==> config.mk <==
export PLATFORM = sky130hd
export DESIGN_NAME = tx_frame_modulator_flat
export DESIGN_NICKNAME = d
export VERILOG_FILES = /design/src/rtl/tx_frame_modulator_pkg.sv /design/src/rtl/tx_frame_modulator_if.sv /design/src/rtl/tx_frame_modulator_bit_timer.sv /design/src/rtl/tx_frame_modulator.sv /design/src/flat_wrapper.sv
export SDC_FILE = /design/constraint.sdc
export NUM_CORES = 1
export LEC_CHECK = 0
export ABC_AREA = 1
export CORE_MARGIN = 2
export CORE_UTILIZATION = 46
export CTS_CLUSTER_DIAMETER = 150
export DETAILED_ROUTE_END_ITERATION = 10
export PLACE_DENSITY = 0.79
export SYNTH_ARGS = -nofsm -noshare
export SYNTH_HDL_FRONTEND = slang
export SYNTH_SLANG_ARGS = --single-unit
==> constraint.sdc <==
create_clock -name clk -period 1.6 [get_ports clk]
set_clock_uncertainty 0.2 [all_clocks]
set_input_delay 0.4 -clock clk [delete_from_list [all_inputs] [get_ports clk]]
set_output_delay 0.4 -clock clk [all_outputs]
set_load 0.01 [all_outputs]
==> src/rtl/tx_frame_modulator_pkg.sv <==
// Shared definitions for the ISO/IEC 14443-2 Type A PICC transmit path.
//
// Contents:
//   tx_state_t         - transmit FSM state encoding
//   BIT_TICKS_LOG2_DEF - default log2 of the bit period in carrier clocks (fc/128)
//   SUB_HALF_LOG2_DEF  - default log2 of the subcarrier half-period (fc/16)
//   modulated()        - Manchester + subcarrier drive level for one tick
package tx_frame_modulator_pkg;

    localparam int BIT_TICKS_LOG2_DEF = 7;
    localparam int SUB_HALF_LOG2_DEF  = 3;

    typedef enum logic [2:0] {
        ST_IDLE,
        ST_START,
        ST_SOF,
        ST_DATA,
        ST_EOF
    } tx_state_t;

    // A logic one modulates the first half of its bit period and a logic
    // zero the second half. Inside the modulated half the subcarrier is
    // high whenever its phase bit is low, so every burst starts high.
    function automatic logic modulated(input logic bitVal,
                                       input logic firstHalf,
                                       input logic subPhase);
        return (bitVal ? firstHalf : !firstHalf) && !subPhase;
    endfunction

endpackage

==> src/rtl/tx_frame_modulator_if.sv <==
// Bit-stream handshake between the framing/CRC/parity stage and the
// transmit modulator.
//
// Signals:
//   in_valid - upstream has a bit available
//   in_data  - bit value
//   in_last  - bit is the final data bit of the frame
//   in_ready - single-cycle pulse from the modulator; the bit is consumed
//              on the clock edge where in_ready and in_valid are both high
//
// Modports: master = bit source, slave = modulator.
interface tx_frame_modulator_if;

    logic in_valid;
    logic in_data;
    logic in_last;
    logic in_ready;

    modport master (
        output in_valid,
        output in_data,
        output in_last,
        input  in_ready
    );

    modport slave (
        input  in_valid,
        input  in_data,
        input  in_last,
        output in_ready
    );

endinterface

==> src/rtl/tx_frame_modulator_bit_timer.sv <==
// Tick counter that paces one bit period of the transmit modulator.
//
// Ports:
//   clk, rst      - carrier clock, synchronous active-high reset
//   clear_i       - force the count to zero on the next edge
//   enable_i      - advance the count by one (wraps at the end of a bit)
//   bit_end_o     - last tick of the current bit period
//   first_half_o  - tick lies in the first half of the bit period
//   sub_phase_o   - subcarrier phase bit (low = subcarrier high)
module tx_bit_timer #(
    parameter int BIT_TICKS_LOG2 = 7,
    parameter int SUB_HALF_LOG2  = 3
) (
    input  logic clk,
    input  logic rst,
    input  logic clear_i,
    input  logic enable_i,
    output logic bit_end_o,
    output logic first_half_o,
    output logic sub_phase_o
);

    localparam logic [BIT_TICKS_LOG2-1:0] CntOne = 1;

    logic [BIT_TICKS_LOG2-1:0] cnt_q;

    // Free-running within a frame: the count wraps naturally from the last
    // tick back to zero, so consecutive bits follow each other with no gap.
    // Clear has priority so the alignment cycle always starts SOF at zero.
    always_ff @(posedge clk) begin
        if (rst) begin
            cnt_q <= '0;
        end else if (clear_i) begin
            cnt_q <= '0;
        end else if (enable_i) begin
            cnt_q <= cnt_q + CntOne;
        end
    end

    // The bit-period and subcarrier are both powers of two, so every
    // timing event is just a bit of the counter.
    assign bit_end_o    = &cnt_q;
    assign first_half_o = !cnt_q[BIT_TICKS_LOG2-1];
    assign sub_phase_o  = cnt_q[SUB_HALF_LOG2];

endmodule

==> src/rtl/tx_frame_modulator.sv <==
// PICC reply transmitter: on an fdt trigger it sends SOF, the data bits
// pulled from upstream, then EOF as ISO/IEC 14443-2 Type A 106 kbit/s
// Manchester-coded, subcarrier-modulated load modulation.
//
// Ports:
//   clk, rst        - carrier clock (fc), synchronous active-high reset
//   fdt_trigger_i   - single-cycle pulse marking the frame delay time
//   bitIf           - bit handshake (slave side): in_valid/in_data/in_last
//                     in, in_ready out (combinational pulse)
//   lm_out_o        - load-modulation drive, high = modulate
//   tx_busy_o       - frame in progress, SOF through EOF
//   tx_done_o       - single-cycle pulse after EOF completes
//   tx_underflow_o  - single-cycle pulse when a bit was needed but absent
module tx_frame_modulator
    import tx_frame_modulator_pkg::*;
#(
    parameter int BIT_TICKS_LOG2 = BIT_TICKS_LOG2_DEF,
    parameter int SUB_HALF_LOG2  = SUB_HALF_LOG2_DEF
) (
    input  logic                 clk,
    input  logic                 rst,
    input  logic                 fdt_trigger_i,
    tx_frame_modulator_if.slave  bitIf,
    output logic                 lm_out_o,
    output logic                 tx_busy_o,
    output logic                 tx_done_o,
    output logic                 tx_underflow_o
);

    tx_state_t state_q, state_d;
    logic      curBit_q, curBit_d;
    logic      curLast_q, curLast_d;
    logic      lm_q, lm_d;
    logic      busy_q, busy_d;
    logic      done_q, done_d;
    logic      under_q, under_d;

    logic      bitEnd;
    logic      firstHalf;
    logic      subPhase;
    logic      wantBit;

    tx_bit_timer #(
        .BIT_TICKS_LOG2 (BIT_TICKS_LOG2),
        .SUB_HALF_LOG2  (SUB_HALF_LOG2)
    ) u_timer (
        .clk          (clk),
        .rst          (rst),
        .clear_i      (state_q == ST_START),
        .enable_i     ((state_q == ST_SOF) || (state_q == ST_DATA) || (state_q == ST_EOF)),
        .bit_end_o    (bitEnd),
        .first_half_o (firstHalf),
        .sub_phase_o  (subPhase)
    );

    // The next bit is requested on the last tick of SOF and of every data
    // bit except the one flagged last. This is the only combinational
    // output so upstream sees the request in the same cycle it is consumed.
    assign wantBit        = bitEnd && ((state_q == ST_SOF) ||
                                       ((state_q == ST_DATA) && !curLast_q));
    assign bitIf.in_ready = wantBit;

    // Next-state and next-output logic. Every output is computed from the
    // current state and tick, then registered, so the whole output set
    // trails the state by exactly one cycle. That one-cycle lag together
    // with the START alignment cycle is what places the first modulation
    // edge two clocks after the trigger edge.
    always_comb begin
        state_d   = state_q;
        curBit_d  = curBit_q;
        curLast_d = curLast_q;
        lm_d      = 1'b0;
        busy_d    = (state_q != ST_IDLE);
        done_d    = 1'b0;
        under_d   = 1'b0;

        case (state_q)
            ST_IDLE: begin
                // A trigger without a bit waiting means there is nothing
                // to reply with, so it is dropped silently.
                if (fdt_trigger_i && bitIf.in_valid) begin
                    state_d = ST_START;
                end
            end
            ST_START: begin
                state_d = ST_SOF;
            end
            ST_SOF: begin
                lm_d = modulated(1'b1, firstHalf, subPhase);
            end
            ST_DATA: begin
                lm_d = modulated(curBit_q, firstHalf, subPhase);
                if (bitEnd && curLast_q) begin
                    state_d = ST_EOF;
                end
            end
            ST_EOF: begin
                if (bitEnd) begin
                    done_d  = 1'b1;
                    state_d = ST_IDLE;
                end
            end
            default: begin
                state_d = ST_IDLE;
            end
        endcase

        // An absent bit still lets the current bit finish; the frame is
        // then closed with a normal EOF so the reader sees a valid end.
        if (wantBit) begin
            if (bitIf.in_valid) begin
                curBit_d  = bitIf.in_data;
                curLast_d = bitIf.in_last;
                state_d   = ST_DATA;
            end else begin
                under_d = 1'b1;
                state_d = ST_EOF;
            end
        end
    end

    // Single state/output register bank. Reset aborts any frame in flight
    // and, because tx_done is only set from the EOF tail, no done pulse
    // escapes for an aborted frame.
    always_ff @(posedge clk) begin
        if (rst) begin
            state_q   <= ST_IDLE;
            curBit_q  <= 1'b0;
            curLast_q <= 1'b0;
            lm_q      <= 1'b0;
            busy_q    <= 1'b0;
            done_q    <= 1'b0;
            under_q   <= 1'b0;
        end else begin
            state_q   <= state_d;
            curBit_q  <= curBit_d;
            curLast_q <= curLast_d;
            lm_q      <= lm_d;
            busy_q    <= busy_d;
            done_q    <= done_d;
            under_q   <= under_d;
        end
    end

    assign lm_out_o       = lm_q;
    assign tx_busy_o      = busy_q;
    assign tx_done_o      = done_q;
    assign tx_underflow_o = under_q;

endmodule

==> src/flat_wrapper.sv <==
// flat-port wrapper written by rule: the top's interface ports become plain ports
module tx_frame_modulator_flat import tx_frame_modulator_pkg::*;
#(
    parameter int BIT_TICKS_LOG2 = BIT_TICKS_LOG2_DEF,
    parameter int SUB_HALF_LOG2  = SUB_HALF_LOG2_DEF
)
  (clk, rst, fdt_trigger_i, lm_out_o, tx_busy_o, tx_done_o, tx_underflow_o, bitIf_in_valid, bitIf_in_data, bitIf_in_last, bitIf_in_ready);
  tx_frame_modulator_if bitIf_i ();
  input  logic clk;
  input  logic rst;
  input  logic fdt_trigger_i;
  output logic lm_out_o;
  output logic tx_busy_o;
  output logic tx_done_o;
  output logic tx_underflow_o;
  input wire logic [$bits(bitIf_i.in_valid)-1:0] bitIf_in_valid;
  input wire logic [$bits(bitIf_i.in_data)-1:0] bitIf_in_data;
  input wire logic [$bits(bitIf_i.in_last)-1:0] bitIf_in_last;
  output wire logic [$bits(bitIf_i.in_ready)-1:0] bitIf_in_ready;
  assign bitIf_i.in_valid = bitIf_in_valid;
  assign bitIf_i.in_data = bitIf_in_data;
  assign bitIf_i.in_last = bitIf_in_last;
  assign bitIf_in_ready = bitIf_i.in_ready;
  tx_frame_modulator #(.BIT_TICKS_LOG2(BIT_TICKS_LOG2), .SUB_HALF_LOG2(SUB_HALF_LOG2)) u_core (.clk(clk), .rst(rst), .fdt_trigger_i(fdt_trigger_i), .bitIf(bitIf_i), .lm_out_o(lm_out_o), .tx_busy_o(tx_busy_o), .tx_done_o(tx_done_o), .tx_underflow_o(tx_underflow_o));
endmodule
-- Yosys cells after proc, flatten, opt, wreduce, memory -nomap -nowiden
Cells that the tools add are included.
- add/sub/neg operators: 1
- reduce and logical (&&, ||, !) cells: 20
- equal/unequal tests: 8
- multiplexer cells: 10
- bitwise operators: 2
- operators by type and width (kind ; count):
    $mux W3 ; 5
    $pmux W3 S5 ; 1
    $add A7 B1 Y7 const B ; 1
    $reduce_and A7 Y1 ; 1
    $eq A3 B2 Y1 const B ; 2
    $logic_and A1 B1 Y1 ; 6
    $ne A3 B2 Y1 const B ; 2
    $reduce_or A2 Y1 ; 3
    $reduce_and A4 Y1 ; 1
    $eq A3 B1 Y1 const B ; 1
    $eq A3 B3 Y1 const B ; 1
    $logic_not A1 Y1 ; 3
    $logic_not A3 Y1 ; 1
    $logic_or A1 B1 Y1 ; 3
    $mux W1 ; 3
    $ne A3 B3 Y1 const B ; 1
    $reduce_bool A3 Y1 ; 1
    $ne A2 B2 Y1 const B ; 1
    $not A1 Y1 ; 2
    $pmux W1 S2 ; 1
    $reduce_and A2 Y1 ; 1
- register bits after elaboration: 16
- output and inout bits: 5
- bits of input ports: 6
- word-level logic and storage cells: 49

-- Longest topological paths before layout
- depth in word-level cells: 6
- depth in mapped cells: 9

-- Cells and area by module
Synthesis repeated with hierarchy kept, for this count alone.
- cells, all modules: 110
- area, all modules: 764.5 um2
- modules (own cells, without submodules) (module ; cells each ; area each (um2) ; instances):
    tx_frame_modulator ; 65 ; 439.2 ; 1
    tx_bit_timer ; 45 ; 325.3 ; 1

-- Least setup slack after synthesis
OpenSTA, ideal clock, no wires.
- path kind: flip-flop to output port
- from: register u_core.u_timer.cnt_q[0]
- to: output bitIf_in_ready
- slack: -0.012 ns
- cell stages (with the launch flop): 6
- arrival: 1.012 ns
- buffers on the path: 0
- data required time: 1.000 ns
- cells stage by stage: dfxtp_1 -> ha_1 -> nand3_2 -> nor2_4 -> nand2_2 -> clkinv_2
- cells in the longest elaborated chain, start to end: 2
- ends and longest elaborated chain (what ; RTL line ; text):
    start, declared ; tx_frame_modulator_bit_timer.sv:25 ; logic [BIT_TICKS_LOG2-1:0] cnt_q;
    start signal, assigned ; tx_frame_modulator_bit_timer.sv:36 ; cnt_q <= cnt_q + CntOne;
    $reduce_and A7 Y1 ; tx_frame_modulator_bit_timer.sv:42 ; assign bit_end_o = &cnt_q;
    $logic_and A1 B1 Y1 ; tx_frame_modulator.sv:59 ; assign wantBit = bitEnd && ((state_q == ST_SOF) ||
    end, declared ; flat_wrapper.sv:19 ; output wire logic [$bits(bitIf_i.in_ready)-1:0] bitIf_in_ready;
No other way between the ends.

-- Worst setup path after layout
Same ends and word-level chain as after synthesis.

==> impl_metrics.ini <==
[die]
die_area_um2 = 2100
coreArea_um2 = 1690
die_w_um = 45.9
initial_core_util_pct = 47.7
io_pins = 11
std_cell_rows = 15
die_y_um = 45.9

[clock_network]
hold_buffers = 0
path_clk_slew_ns = 0.10
cts.path.max_buffers = 2
cts_buffers = 3
cts_tree = built
cts-root-buf = clkbuf_4
htreeDepth = 1
clock_latency_ns = 0.29
numClockSinks = 16

[grt]
met3_usage_pct = 3.57
antenna_found_initial = 0
grt_start_max_net_pins = 10
grtUsageMet1_pct = 28.1
met2_usage_pct = 32.8
top_usage_layer = met2
grt_pass1_vias = 766
grt_overflow = 0
grt_pass1_wl_mm = 3.10
grt_usage_pct = 20.7

[outcome]
violations = negative setup slack
outcome = finished with violations

[timing]
timing.hold.ws_ns = 0.282
fin_ws_ns = -0.174
rsz0062_at_grt = yes
slew_headroom_pct = 88.4
slew_viol_final = 0
period_minus_slack_ns = 1.77
setup_viol = 1
max_freq_mhz = 564
setup_tns_ns = -0.174
layout_worst_path_cycle_share_pct = 111
hold_viol = 0
worstMarginPinSlew_ns = 0.172

[place]
dp_cells = 165
dp_hpwl_mm = 1.45
routabilityCongestion = 0.874
io_buffers = 10

[cells_and_area]
antenna-diode-count = 0
drive_gt1_share_pct = 30.1
finalNonFillerCells = 170
synthToLayoutAreaGrowth_pct = 45.5
final_cell_mix = nand2_1 (32), buf_4 (23), inv_1 (15), dfxtp_1 (14), a21oi_1 (12)
layout.nets = 161
final_common_cell = nand2_1
fillerInstances = 145
multi_input_area_um2 = 434
ff_latch_area_um2 = 323

[worst_setup_path]
cp_max_fo = 2
start_kind = register
path_class = register to output pin
end_kind = output pin
cp.required_ns = 1.00
worstPathArrival_ns = 1.17

[detailed_routing]
firstDrtPassIters = 4
drc = 0
drt_wl_total_mm = 1.90
vias_per_cell = 4.95
ant_nets = 0
vias = 842
wl_per_cell_um = 11.1
drtIter0Drc = 12

[synth]
ys_seq_area_share_pct = 39.8
synth_top_area_cell = dfxtp_1
syn-num-nets = 123
netlist_instances = 116
syn-cell-area_um2 = 806
syn_avg_cell_area_um2 = 6.95
synthTopCellsByArea = dfxtp_1 (40%), nand2_1 (16%), a21oi_1 (7.5%)
synth_seq_cells = 16
synth.distinct_cells = 23
yosys_warnings = 0
synth_top_area_share_pct = 39.8

[job]
max-cap-violations = 0

[pwr]
clockPowerShare_pct = 18.6
ir_drop_v = 0.000833
pwr-share-comb_pct = 46.2
power.switching_w = 0.000519
p_sw_share_pct = 35.6
leakage_nw = 0.580
p_int_w = 0.000939
power_density_nw_per_um2 = 1240
p_seq_share_pct = 35.3

[hold_path]
hold_path.class = register to register
[synth_stat cells, drive strengths merged]
library cell and instances:
a21oi 13, buf 1, clkinv 1, dfxtp 16, ha 1, inv 17, nand2 35, nand3 8
nand3b 1, nand4 2, nor2 12, nor3 4, o21ai 4, xnor2 1
[timing repair]
action | 4_1_cts | 5_1_grt
buffers inserted | 0 | 1
resized for setup | 13 | 3
setup endpoints to repair | 5 | 4
pin swaps | 3 | 1
[flip-flops by register name (all words and copies together), names as in the netlist]
name                   cells
u_core.tx_underflow_o      1
u_core.curLast_q           1
u_core.u_timer.cnt_q       7
u_core.tx_busy_o           1
u_core.lm_out_o            1
u_core.state_q             3
u_core.tx_done_o           1
u_core.curBit_q            1
[per-layer routing]
metal / vias up / part of all wire [%]
met5: - / 0
met4: 0 / 1.1
met3: 4 / 2.1
met2: 11 / 47
met1: 387 / 50
li1: 440 / -
[power groups by stage]
stage                     logic [W]  registers [W]  clock network [W]
after global routing       0.000758       0.000522           0.000296
final                      0.000674       0.000514           0.000271
after CTS                  0.000646       0.000513           0.000279
after global placement     0.000634       0.000502                  0
after floorplan            0.000348       0.000522                  0
after detailed placement   0.000646       0.000508                  0
[logic make-up after synthesis]
family / count (synthesis) / synth area share, %
AOI/OAI and AO/OA: 17 / 11.0
xor gates and xnor gates: 1 / 1.09
adders and majority gates: 1 / 1.55
buffers and inverters: 19 / 9.94
DFF: 16 / 39.8
and+or+nand+nor: 62 / 36.6
[path summary, 6_finish.rpt]
kind	startpoint	to	slack, ns	depth (start not counted)
setup / recovery	u_core.u_timer.cnt_q[0]	bitIf_in_ready	-0.17	6
hold reg to reg	u_core.curBit_q	u_core.curBit_q	0.28	2
setup reg to reg	u_core.state_q[0]	u_core.u_timer.cnt_q[3]	0.11	8
hold / removal	u_core.curBit_q	u_core.curBit_q	0.28	2
[worst max-delay path, cell delays in order, from the launching register on]
cell and delay (ns):
dfxtp_2 0.36, ha_4 0.15, nand3_4 0.08, nor2_4 0.10
nand2_2 0.06, clkinv_2 0.06, buf_6 0.09
[per-stage QoR]
stage / util, % / power (W) / instance area [um2] / setup WS (ns)
3_5_place_dp: 65.3 / 0.00115 / 1100 / -0.370
4_1_cts: 68.4 / 0.00144 / 1160 / -0.183
3_3_place_gp: 65.3 / 0.00114 / 1100 / -0.360
2_1_floorplan: - / 0.000869 / 808 / 0.00783
6_report: 69.4 / 0.00146 / 1170 / -0.174
5_1_grt: 69.4 / 0.00158 / 1170 / -0.244
[area by class of cell]
| type | count | area share, % |
|---|---|---|
| Clock buffer | 4 | 3.09 |
| Timing Repair Buffer | 34 | 24.7 |
| Sequential cell | 16 | 27.5 |
| Tap cell | 17 | 1.81 |
| Inverter | 18 | 5.87 |
| Multi-Input combinational cell | 81 | 37.0 |
Note: power is estimated with default switching activity, not from simulation.
==> edit 1, RTL diff (same settings) <==
Reset style: asynchronous (`rst`), changed in 2 clocked blocks. Comments in the files are not updated.
--- a/src/rtl/tx_frame_modulator_bit_timer.sv
+++ b/src/rtl/tx_frame_modulator_bit_timer.sv
@@ -27,7 +27,7 @@
     // Free-running within a frame: the count wraps naturally from the last
     // tick back to zero, so consecutive bits follow each other with no gap.
     // Clear has priority so the alignment cycle always starts SOF at zero.
-    always_ff @(posedge clk) begin
+    always_ff @(posedge clk or posedge rst) begin
         if (rst) begin
             cnt_q <= '0;
         end else if (clear_i) begin
--- a/src/rtl/tx_frame_modulator.sv
+++ b/src/rtl/tx_frame_modulator.sv
@@ -122,7 +122,7 @@
     // Single state/output register bank. Reset aborts any frame in flight
     // and, because tx_done is only set from the EOF tail, no done pulse
     // escapes for an aborted frame.
-    always_ff @(posedge clk) begin
+    always_ff @(posedge clk or posedge rst) begin
         if (rst) begin
             state_q   <= ST_IDLE;
             curBit_q  <= 1'b0;
Function: differs if rst is asserted again (counterexample within 4 cycles, from zero or initial values and one cycle with rst high); with rst held inactive, the same outputs for 10 cycles.
==> edit 1 against the original RTL <==
  * The run still ends with negative setup slack left
  * Setup slack got worse by 0.11 ns
  * Register-to-register slack got worse by 0.32 ns
  * Via count rose by 4.8%
  * Area after synthesis rose by 4.8%
  * Total power rose by 26%
  * Wire length rose by 9.6%
  * Sequential cell count did not move
  * Clock power fell by 1%
  * Design area rose by 7.6%
  * Sequential share of layout area rose by 4.2 points
  * Synthesized cell count fell by 1.7%
  * Utilization rose by 3.6 points
==> edit 1: results <==
timing:
  tightest_slew_ns: 0.2694
  setup_viol: 2
  worst_slack_ns: -0.2799
global_routing:
  grt_pass1_vias: 771
  grtUsageTotal_pct: 21.71
  antenna_found_initial: 0
  grt_pass1_wl_um: 3277
  grt_max_degree: 17
synthesis:
  syn_avg_cell_area_um2: 7.408
  async_flop_share_pct: 100.0
  yosysUniqueCellTypes: 17
  syn_nets: 121
  ys_seq_area_share_pct: 47.41
  ys_warn_count: 0
  synth_common_cells: "nand2_1 (37), dfrtp_1 (16), inv_1 (16), nand3_1 (11), nor2_1 (11)"
  yosys-top-cells-area: "dfrtp_1 (47%), nand2_1 (16%), inv_1 (7.1%)"
drt:
  routed_via_density: 4.983
  dr.pass1.iters: 6
  drtIter0Drc: 34
  routed_wl_um: 2076
clock_network:
  path_clk_slew_ns: 0.09
  numCtsBuffers: 3
  cts.path.max_buffers: 2
  clockRootBuffer: "clkbuf_4"
  h-tree-depth: 1
  clk_latency_ns: 0.29
final_layout:
  finalNonFillerCells: 177
  drive_above_1_share_pct: 31.58
  diodes: 0
  nFillCells: 123
  top_regs: "u_core.u_timer.cnt_q x7, u_core.state_q x3"
  nNetsFinal: 160
worst_setup_path:
  crit_fanout: 2
  crit_arrival_ns: 1.28
placed_design:
  dp_hpwl_um: 1399
  portBuffers: 10
  pre_cts_slack_ns: -0.4416
  gp_congestion: 0.8405
  dp_cells: 164
pwr:
  leakage_nw: 0.6785
  ir_worst_vdd_mv: 1.078
worst_hold_path:
  hold_class: "in2async"
outcome:
  violations: "negative setup slack"
  status: "finished, violations left"
-- edit 1: cell count changes after synthesis, moves of 2 or more --
cell,delta
nand3_1,+5
nand3_2,+2
dfrtp_1,+16
nor2_2,-2
o21ai_0,+4
nor3_1,-3
a21oi_1,-9
nor2_1,+2
dfxtp_1,-16
nand2_1,+3
o21ai_1,-2
-- edit 1: final timing paths --
check | startpoint | endpoint | slack [ns] | depth (start not counted)
worst max-delay path | u_core.u_timer.cnt_q[1] | bitIf_in_ready | -0.28 | 6
worst min-delay path | rst | u_core.curBit_q | 0.21 | 3
worst max register to register | u_core.u_timer.cnt_q[1] | u_core.state_q[2] | -0.21 | 12
worst min register to register | u_core.curLast_q | u_core.curLast_q | 0.28 | 2
max in group asynchronous | rst | u_core.u_timer.cnt_q[1] | 0.81 | 3
min in group clk | u_core.curLast_q | u_core.curLast_q | 0.28 | 2
-- edit 1: what timing repair did --
action	CTS	global route
gates resized for setup	14	15
endpoints found under the setup margin	6	12
hold endpoints to repair	0	0
buffers inserted	5	5
pin swaps	4	5
-- edit 1: layout make-up --
type | instances | area share [%]
Timing Repair Buffer | 35 | 23.51
Multi-Input combinational cell | 78 | 33.53
Sequential cell | 16 | 31.75
Inverter | 19 | 5.853
Tap cell | 25 | 2.480
Clock buffer | 4 | 2.877
-- edit 1: stage by stage --
stage,hold WS (ns),setup TNS (ns),cell area [µm²]
6_report,0.2122,-0.4887,1261
5_1_grt,0.2284,-0.7719,1261
3_5_place_dp,0.2744,-0.5437,1087
3_3_place_gp,0.2639,-0.4348,1087
4_1_cts,0.2218,-0.4731,1165
2_1_floorplan,0.1137,0,847.1
-- edit 1: where the power goes --
part / switching, W / total [W] / internal (W)
combinational: 0.000559 / 0.00100 / 0.000445
sequential: 0.0000623 / 0.000566 / 0.000504
clock: 0.000129 / 0.000267 / 0.000139
-- edit 1: cell families after synthesis --
| family | synth area share [%] |
|---|---|
| compound gates | 6.369 |
| fa+ha+maj | 1.481 |
| buf+inv | 9.778 |
| flops | 47.41 |
| simple gates | 34.96 |
-- edit 1: routing by layer --
metal	part of all wire [%]	global-route usage (%)	vias up
met3	3.3	3.846	5
met1	43	25.42	414
li1	-	-	433
met4	2.1	13.33	0
met2	52	36.71	30
met5	0	0	-
-- edit 1: critical path: stages (launching register included) --
cell and delay, ns:
dfrtp_1 0.41, ha_4 0.17, nand3_4 0.08, nor2_4 0.13, nand2_2 0.06, inv_2 0.05
buf_6 0.09
==> edit 2, RTL diff (same flow settings) <==
Without the edit above. Change the package constant `BIT_TICKS_LOG2_DEF` from 7 to 6.
--- a/src/rtl/tx_frame_modulator_pkg.sv
+++ b/src/rtl/tx_frame_modulator_pkg.sv
@@ -7,7 +7,7 @@
 //   modulated()        - Manchester + subcarrier drive level for one tick
 package tx_frame_modulator_pkg;
 
-    localparam int BIT_TICKS_LOG2_DEF = 7;
+    localparam int BIT_TICKS_LOG2_DEF = 6;
     localparam int SUB_HALF_LOG2_DEF  = 3;
 
     typedef enum logic [2:0] {
Function: no difference found for any inputs over 10 cycles, from zero or initial values and one cycle with rst high; that may be too few to reach the edited logic, so the function may still have changed.
==> edit 2 against the original RTL <==
  * The flow still finishes with violations (negative setup slack)
  * Die area down 9.5%
  * Total power grew 0.11%
  * Utilization decreased by 1.0 points
  * Non-clock buffer count is 10 lower
  * Wire length is 17% lower
  * Setup slack worse by 0.043 ns
  * Largest power group unchanged
  * Area after synthesis decreased by 10%
  * Design area shrank 13%
  * Sequential cell count fell by 1
  * Critical path type unchanged
  * Largest cell class unchanged
  * Cell count decreased by 12%
==> edit 2: results <==
outcome:
  status: "finished, violations left"
  violations: "negative setup slack"
pwr:
  ir_worst_vdd_mv: 0.9874
  p_clk_w: 0.000224
  leakage_nw: 0.5123
  p_int_w: 0.0008537
timing:
  relSlewSlack_pct: 69.82
  setup_viol: 1
  worst_slack_ns: -0.2170
final_layout:
  nNetsFinal: 142
  drive_above_1_share_pct: 28.36
  clock_buffers: 3
  top_regs: "u_core.u_timer.cnt_q x6, u_core.state_q x3"
  final_core_util_pct: 68.40
  layout.non_clock_buffers: 24
  inverters: 15
  seq_area_um2: 304.0
  clk_share_pct: 2.703
worst_hold_path:
  holdPathEnd: "u_core.u_timer.cnt_q[4]"
  min-delay-start: "u_core.u_timer.cnt_q[4]"
drt:
  routed_wl_um: 1579
  dr.pass1.iters: 6
  num_vias: 742
global_routing:
  gr-usage-met3_pct: 2.500
  grtUsageTotal_pct: 18.54
worst_setup_path:
  r2r-start: "u_core.state_q[1]"
synthesis:
  syn_nets: 113
  yosysUniqueCellTypes: 17
  yosys-top-cells-area: "dfxtp_1 (42%), nand2_1 (15%), nor2_1 (9.9%)"
[edit 2: metrics by stage]
stage | hold slack, ns | power (W)
final | 0.2915 | 0.001460
after floorplan | 0.2499 | 0.0009542
after detailed placement | 0.2758 | 0.001200
after global routing | 0.3117 | 0.001574
after CTS | 0.2748 | 0.001440
after global placement | 0.2628 | 0.001179
[edit 2: per-layer routing]
| metal | routed length, µm | up-vias |
|---|---|---|
| li1 | - | 386 |
| met1 | 723 | 336 |
| met2 | 773 | 15 |
| met3 | 50 | 5 |
| met4 | 31 | 0 |
| met5 | 0 | - |
[edit 2: kinds of logic (layout without fill, tap and decap cells)]
family / count (synthesis) / count (layout) / synth area share [%]
AOI/OAI and AO/OA: 9 / 9 / 6.239
buffers and inverters: 15 / 43 / 7.800
adders and majority gates: 1 / 1 / 1.733
DFF: 15 / 15 / 41.59
xor gates and xnor gates: 1 / 1 / 1.213
and+or+nand+nor: 65 / 65 / 41.42
